==> config.mk <==
export PLATFORM = sky130hd
export DESIGN_NAME = sid_dca
export DESIGN_NICKNAME = d
export VERILOG_FILES = /design/src/rtl/sid_dca_pkg.sv /design/src/rtl/sid_dca_mul.sv /design/src/rtl/sid_dca.sv
export SDC_FILE = /design/constraint.sdc
export NUM_CORES = 1
export LEC_CHECK = 0
export CORE_MARGIN = 4
export CORE_UTILIZATION = 45
export DETAILED_ROUTE_END_ITERATION = 6
export HOLD_SLACK_MARGIN = 0.06
export MAX_ROUTING_LAYER = met4
export PLACE_DENSITY = 0.8
export SLEW_MARGIN = 20
export SYNTH_ARGS = -nofsm -noshare
export SYNTH_HDL_FRONTEND = slang
export SYNTH_SLANG_ARGS = --single-unit
export TNS_END_PERCENT = 10
==> constraint.sdc <==
create_clock -name clk -period 5.7 [get_ports clk]
set_input_delay 0.855 -clock clk [delete_from_list [all_inputs] [get_ports clk]]
set_output_delay 0.855 -clock clk [all_outputs]
set_load 0.1 [all_outputs]
==> src/rtl/sid_dca_pkg.sv <==
// Shared types and constants for the SID DCA stage: slot layout, data widths
// and the waveform centring helper used at pipeline stage 1.
package sid;

  localparam int NUM_SLOTS       = 6;
  localparam int VOICES_PER_CHIP = 3;
  localparam int DCA_SLOT_BASE   = 6;
  localparam int DCA_OUT_W       = 21;
  localparam int DCA_MIX_W       = 23;

  typedef logic [4:0]                  cycle_t;
  typedef logic [11:0]                 reg12_t;
  typedef logic signed [DCA_OUT_W-1:0] voice_t;
  typedef logic signed [DCA_MIX_W-1:0] mix_t;

  typedef struct packed {
    logic signed [12:0] w;
    logic [7:0]         env;
    logic [2:0]         slot;
    logic               mute;
  } dca_slot_t;

  // Centre the unsigned waveform around zero, optionally add the 6581 DC offset, saturate to 13 bits.
  function automatic logic signed [12:0] center_wave(input reg12_t wave,
                                                     input logic add_dc,
                                                     input logic signed [12:0] dc);
    logic signed [13:0] sum;
    sum = $signed({2'b00, wave}) - 14'sd2048;
    if (add_dc) begin
      sum = sum + $signed({dc[12], dc});
    end else begin
      sum = sum;
    end
    if (sum > 14'sd4095) begin
      return 13'sd4095;
    end else if (sum < -14'sd4096) begin
      return -13'sd4096;
    end else begin
      return sum[12:0];
    end
  endfunction

endpackage

==> src/rtl/sid_dca_mul.sv <==
// Registered signed 13-bit x unsigned 8-bit multiplier with mute; the
// unregistered product is also exported so the mixer can accumulate on the same edge.
module sid_dca_mul
  import sid::*;
#(
  parameter int OUT_W = DCA_OUT_W
) (
  input  logic                    clk,
  input  logic                    res,
  input  logic                    in_valid,
  input  logic signed [12:0]      w,
  input  logic [7:0]              env,
  input  logic                    mute,
  input  logic [2:0]              slot,
  output logic signed [OUT_W-1:0] prod,
  output logic signed [OUT_W-1:0] voice_out,
  output logic                    voice_valid,
  output logic [2:0]              voice_idx
);

  logic signed [OUT_W-1:0] prod_full;
  logic signed [OUT_W-1:0] voice_out_d, voice_out_q;
  logic                    voice_valid_d, voice_valid_q;
  logic [2:0]              voice_idx_d, voice_idx_q;

  // Product and next-state for the output register.
  always_comb begin
    prod_full     = OUT_W'(w) * OUT_W'($signed({1'b0, env}));
    prod          = mute ? '0 : prod_full;
    voice_valid_d = in_valid;
    if (in_valid) begin
      voice_out_d = prod;
      voice_idx_d = slot;
    end else begin
      voice_out_d = voice_out_q;
      voice_idx_d = voice_idx_q;
    end
  end

  // Output register.
  always_ff @(posedge clk or posedge res) begin
    if (res) begin
      voice_out_q   <= '0;
      voice_valid_q <= 1'b0;
      voice_idx_q   <= 3'd0;
    end else begin
      voice_out_q   <= voice_out_d;
      voice_valid_q <= voice_valid_d;
      voice_idx_q   <= voice_idx_d;
    end
  end

  assign voice_out   = voice_out_q;
  assign voice_valid = voice_valid_q;
  assign voice_idx   = voice_idx_q;

endmodule

==> src/rtl/sid_dca.sv <==
// SID digitally controlled amplifier: time-multiplexed over 2 chips x 3 voices,
// two-stage pipeline with per-chip 3-voice mix and OSC3/ENV3 readback latches.
module sid_dca
  import sid::*;
#(
  parameter int                 SLOT_BASE = DCA_SLOT_BASE,
  parameter logic signed [12:0] DC_6581   = -13'sd256,
  parameter int                 OUT_W     = DCA_OUT_W,
  parameter int                 MIX_W     = DCA_MIX_W
) (
  input  logic                    clk,
  input  logic                    res,
  input  cycle_t                  cycle,
  input  logic [11:0]             wave,
  input  logic [7:0]              env,
  input  logic [1:0]              model,
  input  logic [1:0]              voice3off,
  output logic signed [OUT_W-1:0] voice_out,
  output logic                    voice_valid,
  output logic [2:0]              voice_idx,
  output logic [1:0][MIX_W-1:0]   mix_out,
  output logic [1:0]              mix_valid,
  output logic [1:0][7:0]         osc3,
  output logic [1:0][7:0]         env3
);

  localparam cycle_t BASE_C = cycle_t'(SLOT_BASE);
  localparam cycle_t LAST_C = cycle_t'(SLOT_BASE + NUM_SLOTS - 1);

  logic       in_win;
  logic [2:0] slot;
  logic       chip;
  logic [1:0] voice;

  dca_slot_t  s1_d, s1_q;
  logic       s1_valid_d, s1_valid_q;
  logic [1:0][7:0] osc3_d, osc3_q, env3_d, env3_q;

  logic signed [OUT_W-1:0] prod;
  logic signed [MIX_W-1:0] p_ext;
  logic signed [MIX_W-1:0] acc_d, acc_q;
  logic [1:0][MIX_W-1:0]   mix_d, mix_q;
  logic [1:0]              mix_valid_d, mix_valid_q;
  // Per chip: bit 0 = voice 0 accumulated, bit 1 = voice 1 accumulated after it.
  logic [1:0][1:0]         seen_d, seen_q;
  logic                    c2;
  logic [1:0]              v2;

  // Slot decode for the current cycle.
  always_comb begin
    in_win = (cycle >= BASE_C) && (cycle <= LAST_C);
    slot   = 3'(cycle - BASE_C);
    chip   = (slot >= 3'd3);
    voice  = chip ? 2'(slot - 3'd3) : slot[1:0];
  end

  // Stage 1: centre the waveform and capture the readback latches.
  always_comb begin
    s1_valid_d = in_win;
    osc3_d     = osc3_q;
    env3_d     = env3_q;
    if (in_win) begin
      s1_d.w    = center_wave(wave, ~model[chip], DC_6581);
      s1_d.env  = env;
      s1_d.slot = slot;
      s1_d.mute = (voice == 2'd2) && voice3off[chip];
      if (voice == 2'd2) begin
        osc3_d[chip] = wave[11:4];
        env3_d[chip] = env;
      end else begin
        osc3_d[chip] = osc3_q[chip];
        env3_d[chip] = env3_q[chip];
      end
    end else begin
      s1_d = s1_q;
    end
  end

  sid_dca_mul #(
    .OUT_W (OUT_W)
  ) u_mul (
    .clk         (clk),
    .res         (res),
    .in_valid    (s1_valid_q),
    .w           (s1_q.w),
    .env         (s1_q.env),
    .mute        (s1_q.mute),
    .slot        (s1_q.slot),
    .prod        (prod),
    .voice_out   (voice_out),
    .voice_valid (voice_valid),
    .voice_idx   (voice_idx)
  );

  // Stage 2: per-chip accumulation; mix only published after a full voice 0..2 run.
  always_comb begin
    c2          = (s1_q.slot >= 3'd3);
    v2          = c2 ? 2'(s1_q.slot - 3'd3) : s1_q.slot[1:0];
    p_ext       = MIX_W'(prod);
    acc_d       = acc_q;
    mix_d       = mix_q;
    mix_valid_d = 2'b00;
    seen_d      = seen_q;
    if (s1_valid_q) begin
      case (v2)
        2'd0: begin
          acc_d      = p_ext;
          seen_d[c2] = 2'b01;
        end
        2'd1: begin
          acc_d      = acc_q + p_ext;
          seen_d[c2] = seen_q[c2][0] ? 2'b11 : 2'b00;
        end
        2'd2: begin
          acc_d = acc_q + p_ext;
          if (seen_q[c2] == 2'b11) begin
            mix_d[c2]       = acc_q + p_ext;
            mix_valid_d[c2] = 1'b1;
          end else begin
            mix_d[c2]       = mix_q[c2];
            mix_valid_d[c2] = 1'b0;
          end
        end
        default: begin
          acc_d = acc_q;
        end
      endcase
    end else begin
      acc_d = acc_q;
    end
  end

  // Pipeline, mixer and readback registers.
  always_ff @(posedge clk or posedge res) begin
    if (res) begin
      s1_q        <= '0;
      s1_valid_q  <= 1'b0;
      osc3_q      <= '0;
      env3_q      <= '0;
      acc_q       <= '0;
      mix_q       <= '0;
      mix_valid_q <= 2'b00;
      seen_q      <= '0;
    end else begin
      s1_q        <= s1_d;
      s1_valid_q  <= s1_valid_d;
      osc3_q      <= osc3_d;
      env3_q      <= env3_d;
      acc_q       <= acc_d;
      mix_q       <= mix_d;
      mix_valid_q <= mix_valid_d;
      seen_q      <= seen_d;
    end
  end

  assign mix_out   = mix_q;
  assign mix_valid = mix_valid_q;
  assign osc3      = osc3_q;
  assign env3      = env3_q;

endmodule

==> results by group <==
Run status
  • Status: finished with violations
  • Failing checks: setup timing

Logic synthesis
  • Net count after synthesis: 1354
  • Netlist Area Pre-Place: 0.0114 sq mm
  • Post-synth EDFFs: 0
  • FFs w/ async S/R, synth: 1.00
  • Synth area leader: dfrtp_1
  • Sequential-to-total area share from yosys stat: 0.347
  • Syn avg cell area: 9.78 sq um
  • Yosys top cell area share: 0.347
  • Synth cell types: 64
  • Synth Register Bits: 158
  • Yosys warning count: 0
  • Most used flip-flop cell after synthesis: dfrtp_1
  • Synth area leaders: dfrtp_1 35%, fa_1 15%, ha_1 8.1%
  • Post-Syn Instances: 1166

Placement
  • GPL Wtd Cong: 0.928
  • I/O Buffers: 135
  • Dpl hpwl: 22000 microns

GRT
  • Overall Global Routing Usage: 0.234
  • Vias in the first global route: 10400
  • Initial antenna violation count: 0
  • First-pass GRT wire length: 51800 microns
  • Largest net degree at the start of global routing: 121
  • Remaining global-route overflow: 0

Floorplan
  • Die ar.: 0.0280 sq mm
  • Site Rows: 57
  • Ports: 136
  • Core area: 0.0246 sq mm
  • Initial Utilization: 0.464
  • Die height: 167 microns
  • Die Width: 167 microns

STA
  • Final setup viols: 28
  • Max Slew Vio Count: 0
  • Setup_tns: -6.40 ns
  • Final worst path period share: 1.08
  • Slew @ Worst Pin: 1.01 ns
  • Final hold vios: 0
  • Slew Limit Headroom: 0.324
  • Final setup margin: -0.447 ns
  • Fmax: 163 MHz
  • Clock Skew: 0.0161 ns
  • Hold slack final: 0.453 ns
  • Min cycle time layout: 6.15 ns
  • RSZ-0062 raised after global routing: true

Clocking
  • Root Driver: clkbuf_16
  • Hold-fix buffers at CTS: 0
  • Clock Latency Late Sink: 0.45 ns
  • CTS clk-pin slew, worst paths: 0.07 ns
  • Clock Path Buffers: 2
  • Clk sinks: 158
  • CTS tree: yes
  • H-Tree Level Count: 4
  • Inserted Clock Buffers: 17

Worst setup path
  • Max incr delay on CP: 0.58 ns
  • Delay-heaviest family, CP: adder cells
  • WP buf/inv: 8
  • Critical path required time: 6.03 ns
  • Critical path arrival: 6.47 ns
  • CP max-delay cell: fa_1
  • Worst setup path class: flip-flop to flip-flop
  • Crit path launch type: flip-flop
  • Cell mode on critical path: fa_1
  • Critical path peak fanout: 3
  • CP endpoint kind: flip-flop

Drt
  • Iter 0 DRT Violations: 720
  • Routed WL per cell: 17.6 microns
  • Via total after detailed routing: 9699
  • Pre-antenna DRT Iters: 5
  • Final ANT Viol Nets: 0
  • Post-Route WL: 31800 microns
  • DRC errors left: 0
  • Vias per inst: 5.36

Job
  • MaxCap Viol Count: 0

Finish
  • Nets: 1659
  • Reg area: 0.00398 sq mm
  • Most frequent cells in the layout: 180 x buf_4, 141 x dfrtp_1, 135 x clkdlybuf4s50_1
  • Antenna Cells: 0
  • Commonest non-fill, non-tap cell in the layout: buf_4
  • Area growth syn-to-layout: 39.3%
  • Layout fillers: 1789
  • Area occupied by multi-input gates: 0.00745 sq mm
  • Share of post-route cells with drive strength above 1: 0.303

Worst hold path
  • HP Class: flip-flop to flip-flop
stage by stage:
| stage | setup WS, ns | cells | util | instance area (sq um) |
|---|---|---|---|---|
| floorplan | -0.133 | 1166 | - | 11700 |
| global placement | -0.592 | 1738 | 0.585 | 14400 |
| detailed placement | -0.765 | 1738 | 0.585 | 14400 |
| CTS | -0.365 | 1801 | 0.632 | 15600 |
| global route | -0.646 | 1808 | 0.646 | 15900 |
| finish | -0.447 | 1808 | 0.646 | 15900 |
what timing repair did:
item                       4_1_cts  5_1_grt
resized for setup               86       62
pin swaps                       67       29
buffers inserted                31        7
setup endpoints to repair       34       38
worst register-to-register path: cells and delay by family, from the launching register on:
kind / cells / cell delay [ns]
flip-flops: 1 / 0.43
AO/OA/AOI/OAI: 7 / 1.34
buffers and inverters: 8 / 0.67
multiplexers: 2 / 0.60
AND/OR/NAND/NOR: 1 / 0.08
XOR/XNOR: 2 / 0.30
adder cells (fa/ha/maj): 6 / 2.62
layout make-up:
cell class / instances / share of cell area
timing repair buffer: 331 / 0.183
inverter: 144 / 0.0346
multi-input combinational: 819 / 0.469
clock inverter: 15 / 0.0117
sequential: 158 / 0.250
tap: 324 / 0.0255
clock buffer: 17 / 0.0268
worst paths after layout:
| path | to | slack [ns] | start | depth (start not counted) |
|---|---|---|---|---|
| worst max-delay path | mix_out[22] | -0.45 | s1_q[4] | 26 |
| worst min-delay path | seen_q[0] | 0.45 | seen_q[0] | 1 |
| worst max register to register | mix_out[22] | -0.45 | s1_q[4] | 26 |
| worst min register to register | seen_q[0] | 0.45 | seen_q[0] | 1 |
| max in group asynchronous | s1_q[6] | 3.58 | res | 3 |
| min in group asynchronous | mix_out[22] | 0.99 | res | 2 |
cell usage after synthesis, types with 7 or more instances:
master	instances
dfrtp_1	158
inv_1	144
nand2_1	142
fa_1	83
mux2_2	78
ha_1	74
nor2_1	72
and2_1	60
o21ai_0	59
a21oi_1	49
clkbuf_1	38
xnor2_1	19
nor2b_1	15
a21o_1	13
mux2i_1	11
xor2_1	11
a31oi_1	10
nor3_1	10
and3_1	9
o21a_1	8
nor4_1	7
registers in the layout (all words and copies together) (netlist names):
signal             flops
mix_out               46
seen_q                 4
acc_q                 23
u_mul.voice_valid      1
s1_valid_q             1
env3                  16
mix_valid              2
u_mul.voice_idx        3
osc3                  16
u_mul.voice_out       21
s1_q                  25
logic make-up (layout without fill, tap and decap cells):
family,after synthesis,count (layout),share of synthesized area
AO/OA/AOI/OAI,190,190,0.103
AND/OR/NAND/NOR,351,351,0.147
XOR/XNOR,32,32,0.0271
flip-flops,158,158,0.347
adder cells (fa/ha/maj),157,157,0.227
multiplexers,89,89,0.0867
buffers and inverters,189,507,0.0624
routing by layer:
| layer | share of wire | up-vias | track usage |
|---|---|---|---|
| met2 | 0.52 | 290 | 0.400 |
| li1 | - | 4463 | - |
| met5 | 0 | - | - |
| met1 | 0.40 | 4859 | 0.277 |
| met4 | 0.035 | 0 | 0.0921 |
| met3 | 0.042 | 87 | 0.0394 |
Power is left out: the tool's default activity adds up to more than one toggle a clock period on the data nets, which glitch-free logic cannot reach.
